==> config.mk <==
export PLATFORM = sky130hd
export DESIGN_NAME = spdif_frame_sequencer
export DESIGN_NICKNAME = d
export VERILOG_FILES = /design/src/rtl/spdif_frame_sequencer.sv
export SDC_FILE = /design/constraint.sdc
export NUM_CORES = 1
export LEC_CHECK = 0
export ABC_AREA = 1
export BUFFER_PORTS_ARGS = -buffer_cell sky130_fd_sc_hd__buf_2
export CAP_MARGIN = 30
export CORE_MARGIN = 4
export CORE_UTILIZATION = 57
export CTS_CLUSTER_DIAMETER = 60
export DETAILED_ROUTE_END_ITERATION = 8
export GPL_TIMING_DRIVEN = 1
export MAX_ROUTING_LAYER = met4
export PLACE_DENSITY_LB_ADDON = 0.2
export SLEW_MARGIN = 0
export SYNTH_ARGS = -nofsm -noshare
export SYNTH_HDL_FRONTEND = slang
export SYNTH_SLANG_ARGS = --single-unit
==> constraint.sdc <==
create_clock -name clk -period 3.15 [get_ports clk]
set_input_delay 0.315 -clock clk [delete_from_list [all_inputs] [get_ports clk]]
set_output_delay 0.315 -clock clk [all_outputs]
set_load 0.05 [all_outputs]
==> src/rtl/spdif_frame_sequencer.sv <==
// rtl/spdif_frame_sequencer.sv - S/PDIF block/frame/slot sequencer feeding a biphase-mark encoder
// Walks 192 frames x 2 subframes x 32 slots, one slot per slot_tick, with registered per-slot outputs.
module spdif_frame_sequencer #(
   parameter logic [31:0] CS_WORD  = 32'h0000_0204,
   parameter logic        USER_BIT = 1'b0
) (
   input  logic        clk,
   input  logic        rst,
   input  logic        enable,
   input  logic        slot_tick,
   input  logic [23:0] sample_l,
   input  logic [23:0] sample_r,
   input  logic        sample_valid,
   output logic        sample_ready,
   output logic [1:0]  pre_type,
   output logic        data_bit,
   output logic        subframe_pulse,
   output logic        frame_pulse,
   output logic        block_pulse,
   output logic        active,
   output logic        underrun
);
   typedef enum logic {IDLE, RUN} state_t;

   localparam logic [1:0] PRE_NONE = 2'd0;
   localparam logic [1:0] PRE_B    = 2'd1;
   localparam logic [1:0] PRE_M    = 2'd2;
   localparam logic [1:0] PRE_W    = 2'd3;

   state_t      state;
   logic [4:0]  slot_cnt;
   logic        sub;
   logic [7:0]  frame_cnt;
   logic [23:0] samp_l;
   logic [23:0] samp_r;
   logic        v_flag;
   logic        parity;

   logic        boundary;
   logic        emit;
   logic        stop;
   logic [4:0]  p_slot;
   logic        p_sub;
   logic [7:0]  p_frame;
   logic        frame_start;
   logic [4:0]  bit_idx;
   logic [23:0] shifted;
   logic        cs_bit;
   logic        slot_bit;
   logic [1:0]  slot_pre;

   // p_* is the position the next tick will present; from IDLE that is always frame 0, left, slot 0.
   always_comb begin
      boundary = (slot_cnt == 5'd31) && sub;
      stop     = slot_tick && (state == RUN) && boundary && !enable;
      emit     = slot_tick && ((state == IDLE) ? enable : !(boundary && !enable));

      if (state == IDLE) begin
         p_slot  = 5'd0;
         p_sub   = 1'b0;
         p_frame = 8'd0;
      end else begin
         p_slot = slot_cnt + 5'd1;
         p_sub  = sub ^ (slot_cnt == 5'd31);
         if (boundary)
            p_frame = (frame_cnt == 8'd191) ? 8'd0 : frame_cnt + 8'd1;
         else
            p_frame = frame_cnt;
      end

      frame_start = (p_slot == 5'd0) && !p_sub;
      bit_idx     = p_slot - 5'd4;
      shifted     = (p_sub ? samp_r : samp_l) >> bit_idx;
      cs_bit      = (p_frame < 8'd32) ? CS_WORD[p_frame[4:0]] : 1'b0;

      case (p_slot)
         5'd28:   slot_bit = v_flag;
         5'd29:   slot_bit = USER_BIT;
         5'd30:   slot_bit = cs_bit;
         5'd31:   slot_bit = parity;
         default: slot_bit = (p_slot >= 5'd4) ? shifted[0] : 1'b0;
      endcase

      if (p_slot < 5'd4)
         slot_pre = p_sub ? PRE_W : ((p_frame == 8'd0) ? PRE_B : PRE_M);
      else
         slot_pre = PRE_NONE;
   end

   always_ff @(posedge clk or posedge rst) begin
      if (rst) begin
         state          <= IDLE;
         slot_cnt       <= 5'd0;
         sub            <= 1'b0;
         frame_cnt      <= 8'd0;
         samp_l         <= 24'd0;
         samp_r         <= 24'd0;
         v_flag         <= 1'b0;
         parity         <= 1'b0;
         sample_ready   <= 1'b0;
         pre_type       <= PRE_NONE;
         data_bit       <= 1'b0;
         subframe_pulse <= 1'b0;
         frame_pulse    <= 1'b0;
         block_pulse    <= 1'b0;
         active         <= 1'b0;
         underrun       <= 1'b0;
      end else begin
         sample_ready   <= 1'b0;
         underrun       <= 1'b0;
         subframe_pulse <= 1'b0;
         frame_pulse    <= 1'b0;
         block_pulse    <= 1'b0;

         if (stop) begin
            state     <= IDLE;
            active    <= 1'b0;
            pre_type  <= PRE_NONE;
            data_bit  <= 1'b0;
            slot_cnt  <= 5'd0;
            sub       <= 1'b0;
            frame_cnt <= 8'd0;
            parity    <= 1'b0;
         end else if (emit) begin
            state          <= RUN;
            active         <= 1'b1;
            slot_cnt       <= p_slot;
            sub            <= p_sub;
            frame_cnt      <= p_frame;
            pre_type       <= slot_pre;
            data_bit       <= slot_bit;
            subframe_pulse <= (p_slot == 5'd0);
            frame_pulse    <= frame_start;
            block_pulse    <= frame_start && (p_frame == 8'd0);

            // Slot 31 sends the accumulated parity, so only 4..30 feed it.
            if (p_slot == 5'd0)
               parity <= 1'b0;
            else if ((p_slot >= 5'd4) && (p_slot <= 5'd30))
               parity <= parity ^ slot_bit;

            if (frame_start) begin
               if (sample_valid) begin
                  samp_l       <= sample_l;
                  samp_r       <= sample_r;
                  v_flag       <= 1'b0;
                  sample_ready <= 1'b1;
               end else begin
                  samp_l   <= 24'd0;
                  samp_r   <= 24'd0;
                  v_flag   <= 1'b1;
                  underrun <= 1'b1;
               end
            end
         end
      end
   end
endmodule
Word-level counts from Yosys, hierarchy flattened

Memories as Yosys holds them, arrays and structs flattened.
Index checks and enable logic that the tools add are counted.

Flip-flop bits (word level): 73
Bits in read-only memories: 32
Bits of input ports: 53
Logic and storage cells: 98
Memories kept: 1

Memories:

| name             | depth | width | read ports | clocked after memory_dff | write ports | line | RTL |
|---|---|---|---|---|---|---|---|
| (name not given) | 32    | 1     | 1          | 0                        | 0           | 74   | `cs_bit = (p_frame < 8'd32) ? CS_WORD[p_frame[4:0]] : 1'b0;` |

Add/subtract/negate cells: 3
Order comparisons: 5
Equal/unequal tests: 6
Shift operators: 1
Muxes and demuxes: 46
Bitwise logic cells: 3
Reductions and logical operators: 18

Operators with widths:

| kind                  | count |
|---|---|
| $mux W24              | 3 |
| $mux W8               | 5 |
| $mux W1               | 29 |
| $eq A5 B5 Y1 const B  | 5 |
| $shr A24 B5 Y1        | 1 |
| $mux W5               | 3 |
| $mux W2               | 5 |
| $logic_and A1 B1 Y1   | 9 |
| $add A8 B1 Y8 const B | 1 |
| $eq A8 B8 Y1 const B  | 1 |
| $logic_not A8 Y1      | 1 |
| $lt A8 B6 Y1 const B  | 1 |
| $lt A5 B6 Y1 const B  | 1 |
| $add A5 B1 Y5 const B | 1 |
| $ge A5 B3 Y1 const B  | 1 |
| $le A5 B5 Y1 const B  | 1 |
| $logic_not A5 Y1      | 1 |
| $lt A5 B3 Y1 const B  | 1 |
| $sub A5 B3 Y5 const B | 1 |
| $pmux W1 S4           | 1 |
| $logic_not A1 Y1      | 3 |
| $reduce_and A3 Y1     | 1 |
| $reduce_bool A3 Y1    | 1 |
| $reduce_and A2 Y1     | 1 |
| other kinds (3)       | 4 |

Longest topological paths before layout

Depth after elaboration: 13
Mapped depth: 20
Mapped depth without buffers: 20

Least setup slack after synthesis

No wires, ideal clock.

Kind: register to register
From: register slot_cnt[0]
To: register parity
Setup time: 0.119 ns
Arrival time: 2.242 ns
Data required time: 3.031 ns
Setup slack: 0.789 ns
Cell stages (with the launch flop): 21
Buffers on the path: 1
Period minus slack after synthesis: 2.361 ns
Path through: dfrtp_1 > ha_1 > nand2_1 > nor2_1 > ha_1 > ha_1 > nand2_2 > buf_2 > nand2_1 > nand3_1 > nand2_1 > nand2_1 > nand2_1 > nor2_1 > nor2_1 > nor2_1 > nand3_1 > nand2_2 > nand3_1 > nand2_1 > nor2_1

Word-level cells in the longest chain between the ends: 13
Elaborated cells between the ends (all ways): 39

Ends and longest elaborated chain:

| what                                                   | line | RTL |
|---|---|---|
| start, declared                                        | 31   | `logic [4:0] slot_cnt;` |
| start signal, assigned                                 | 127  | `slot_cnt <= p_slot;` |
| branches (longest 13 deep; another with $add A5 B1 Y5) | n/a  |  |
| end signal, assigned                                   | 140  | `parity <= parity ^ slot_bit;` |
| end, declared                                          | 37   | `logic parity;` |

Parallel ways; which one is timed is not known. The select of a mux whose other input is x is not followed.
A chain may end at the register's enable or synchronous reset.

Worst setup path in the final report

From: register slot_cnt[0]
To: register samp_l[18]

Word-level cells in the longest chain between the ends: 7
Elaborated cells between the ends (all ways): 17

Ends and longest elaborated chain:

| what                                                  | line | RTL |
|---|---|---|
| branches (longest 6 deep; another with $add A5 B1 Y5) | n/a  |  |
| $reduce_and A3 Y1 (no source line) (*)                | n/a  |  |
| end signal, assigned                                  | 144  | `samp_l <= sample_l;` |
| end, declared                                         | 34   | `logic [23:0] samp_l;` |

Every way passes the cells marked *.

==> results.md <==
- Slew margin rel.: 0.437
- Mapped Avg Cell Area: 8.48 um^2
- Hold crit path type: input port to asynchronous set/reset pin
- Cts repair resizes: 0
- CP endpoint kind: flop
- Initial drt markers: 142
- Yosys top cell area share: 0.478
- Yosys cell types: 29
- Yosys reg bits: 73
- DIE WIDTH: 89.9 um
- Placed insts: 581
- Port Buffer Count: 61
- CP cell instances: ha_1 -> nand2_1 -> nand2_1 -> nor2_2 -> inv_2 -> ha_1 -> nand3_2 -> nor2_4 -> inv_2 -> nor2_4 -> nand2_1 -> clkinv_2 -> a22o_1
- PwrDens: 890 nW/um^2
- Leak Pwr: 2.29 nW
- N_diodes: 0
- Seq/Total Area, Yosys: 0.478
- Fin area: 4400 um^2
- H-Tree Level Count: 3
- Commonest cells after routing, fill and taps aside: 119 x nand2_1, 73 x dfrtp_1, 61 x buf_2, 41 x inv_1, 38 x nand3_1
- Vias per inst: 5.52
- Root buf cell: clkbuf_8
- Syn Nets: 511
- Worst-Margin Slew: 844 ps
- CTS Sinks: 73
- Synth top area cells: dfrtp_1 48%, nand2_1 12%, a22o_1 8.5%, nand3_1 5.0%, inv_1 4.1%
- Clock Pin Slew Worst Setup and Hold Paths: 70 ps
- Final setup viols: 0
- DRT Wirelength: 8860 um
- Synth Warn #: 0
- Status: complete, no violations
- Worst skew pair latency: 350 ps
- Gr usage total: 0.232
- Core Area: 6420 um^2
- Die height: 89.9 um
- DRC viols: 0
- Period minus WS final: 2850 ps
- Critical path class: flop to flop
- Synth Instances: 451
- Tcrit/Tclk final: 0.905
- First-pass GRT wire length: 14800 um
- Unrepaired setup endpoints after global routing: false
- Layout Utilization: 0.686
- Vias in the first global route: 3153
- Final hold vios: 0
- Antenna Nets Post-Route: 0
- Max incr delay on CP: 510 ps
- Most area-hungry cell type in the Yosys netlist: dfrtp_1
- MaxCap Viol Count: 0
- Fraction of layout cells with a size suffix above 1: 0.235
- Most used cell, CP: nand2_1
- Crit start category: flop
- Fmax: 0.351 GHz
- Buf+Inv Stages, Crit Path: 3
- Initial antenna violation count: 0
- Largest net degree at the start of global routing: 50
- Detailed Place HPWL: 6200 um
- Worst EP arrival: 3080 ps
- Total Die Area: 8080 um^2
- Number of I/O pins: 62
- Post-CTS Setup Bufs: 0
- Vias: 3291
- Worst VDD drop: 456 uV
- Rows: 29
- CP Data Required Time: 3380 ps
- Slowest-stage cell, CP: clkinv_2
- Net count, final: 575
- RD Place Congestion: 0.946
- Critical path fanouts, max: 49
- Cell area after synthesis: 3820 um^2
- Final TNS setup: 0 ps
- Pre-Repair DR Iteration Count: 5
- Final slew viol count: 0
- Post-detailed-placement cell area: 4190 um^2
- Fin cells: 596
- Ys flop type: dfrtp_1
- CTS tree: yes
- Avg WL per Cell: 14.9 um
- Leading cell type in the layout, fill and taps excluded: nand2_1
- CTS Hold Bufs: 0
- Top Family by Delay on Critical Path: buffers and inverters
- Layout area overhead: 15.1%
- Initial core utilization: 0.596
- CTS Buf Count: 9
- Longest Clk Path Bufs: 2
- Gr ovfl total: 0
- Async SR Flop Fraction: 1.00
- Setup skew after layout: 7.55 ps
- Number of flops mapped to enable cells by yosys: 0
==> area by class of cell <==
type	instances	area (um^2)
inverters	49	185
well taps	77	96.3
clock buffers	12	145
flip-flops and latches	73	1830
repair buffers	71	393
fillers	509	2020
clock inverters	3	65.1
multi-input cells	311	1690
==> synthesized netlist by cell type (2+ instances only) <==
cell type	count
nand2_1	119
dfrtp_1	73
inv_1	42
nand3_1	38
a22o_1	37
nor2_1	35
o21ai_0	14
buf_2	12
nand2_2	12
o22ai_1	9
o21ai_2	8
ha_1	7
o211ai_1	7
inv_2	6
a21oi_1	4
nor2_2	4
nor2_4	4
nor3_1	4
buf_6	3
nand4_1	3
clkbuf_1	2
==> state kept, by name, indices dropped and copies added, names as in the netlist, 2 cells and up <==
register	cells
frame_cnt	8
pre_type	2
samp_l	24
slot_cnt	5
samp_r	24
==> metal layers <==
layer  part of all wire  wire, um  up-vias  global-route usage
li1                   -         -     1631                   -
met5                  0         0        -                   -
met1               0.45      3960     1543               0.303
met2               0.49      4300      102               0.368
met3              0.055       488       15              0.0367
met4              0.013       113        0              0.0880
==> stage by stage <==
step | setup slack (ps) | total power, W | hold WS (ps)
floorplan | 789 | 0.00275 | 381
global placement | 376 | 0.00309 | 464
detailed placement | 259 | 0.00312 | 475
CTS | 223 | 0.00392 | 165
global route | 88.8 | 0.00421 | 173
finish | 298 | 0.00392 | 132
==> power by group <==
| part | internal, W | total [W] | switching, W |
|---|---|---|---|
| Sequential | 0.00130 | 0.00152 | 0.000212 |
| Clock | 0.000463 | 0.000792 | 0.000330 |
| Combinational | 0.000647 | 0.00161 | 0.000964 |
==> final timing paths <==
check | from | endpoint | slack, ps | cells after the start
min | rst | sample_ready | 130 | 2
min reg2reg | pre_type[1] | pre_type[1] | 490 | 2
max | slot_cnt[0] | samp_l[18] | 300 | 13
max reg2reg | slot_cnt[0] | samp_l[18] | 300 | 13
min in group clk | sample_l[17] | samp_l[17] | 170 | 3
max in group asynchronous | rst | samp_r[12] | 2200 | 3
==> logic make-up after synthesis <==
logic type | Yosys count | synth area share
AO/OA/AOI/OAI | 82 | 0.163
XOR/XNOR | 1 | 0.00229
adder cells (fa/ha/maj) | 7 | 0.0229
buffers and inverters | 67 | 0.0798
flip-flops | 73 | 0.478
AND/OR/NAND/NOR | 221 | 0.254
==> worst register-to-register path, stage by stage (launching register included) <==
cell	delay [ps]
dfrtp_1	420
ha_1	220
nand2_1	80
nand2_1	60
nor2_2	280
inv_2	160
ha_1	250
nand3_2	100
nor2_4	50
inv_2	70
nor2_4	30
nand2_1	70
clkinv_2	510
a22o_1	430
Note: power is estimated with default switching activity, not from simulation.
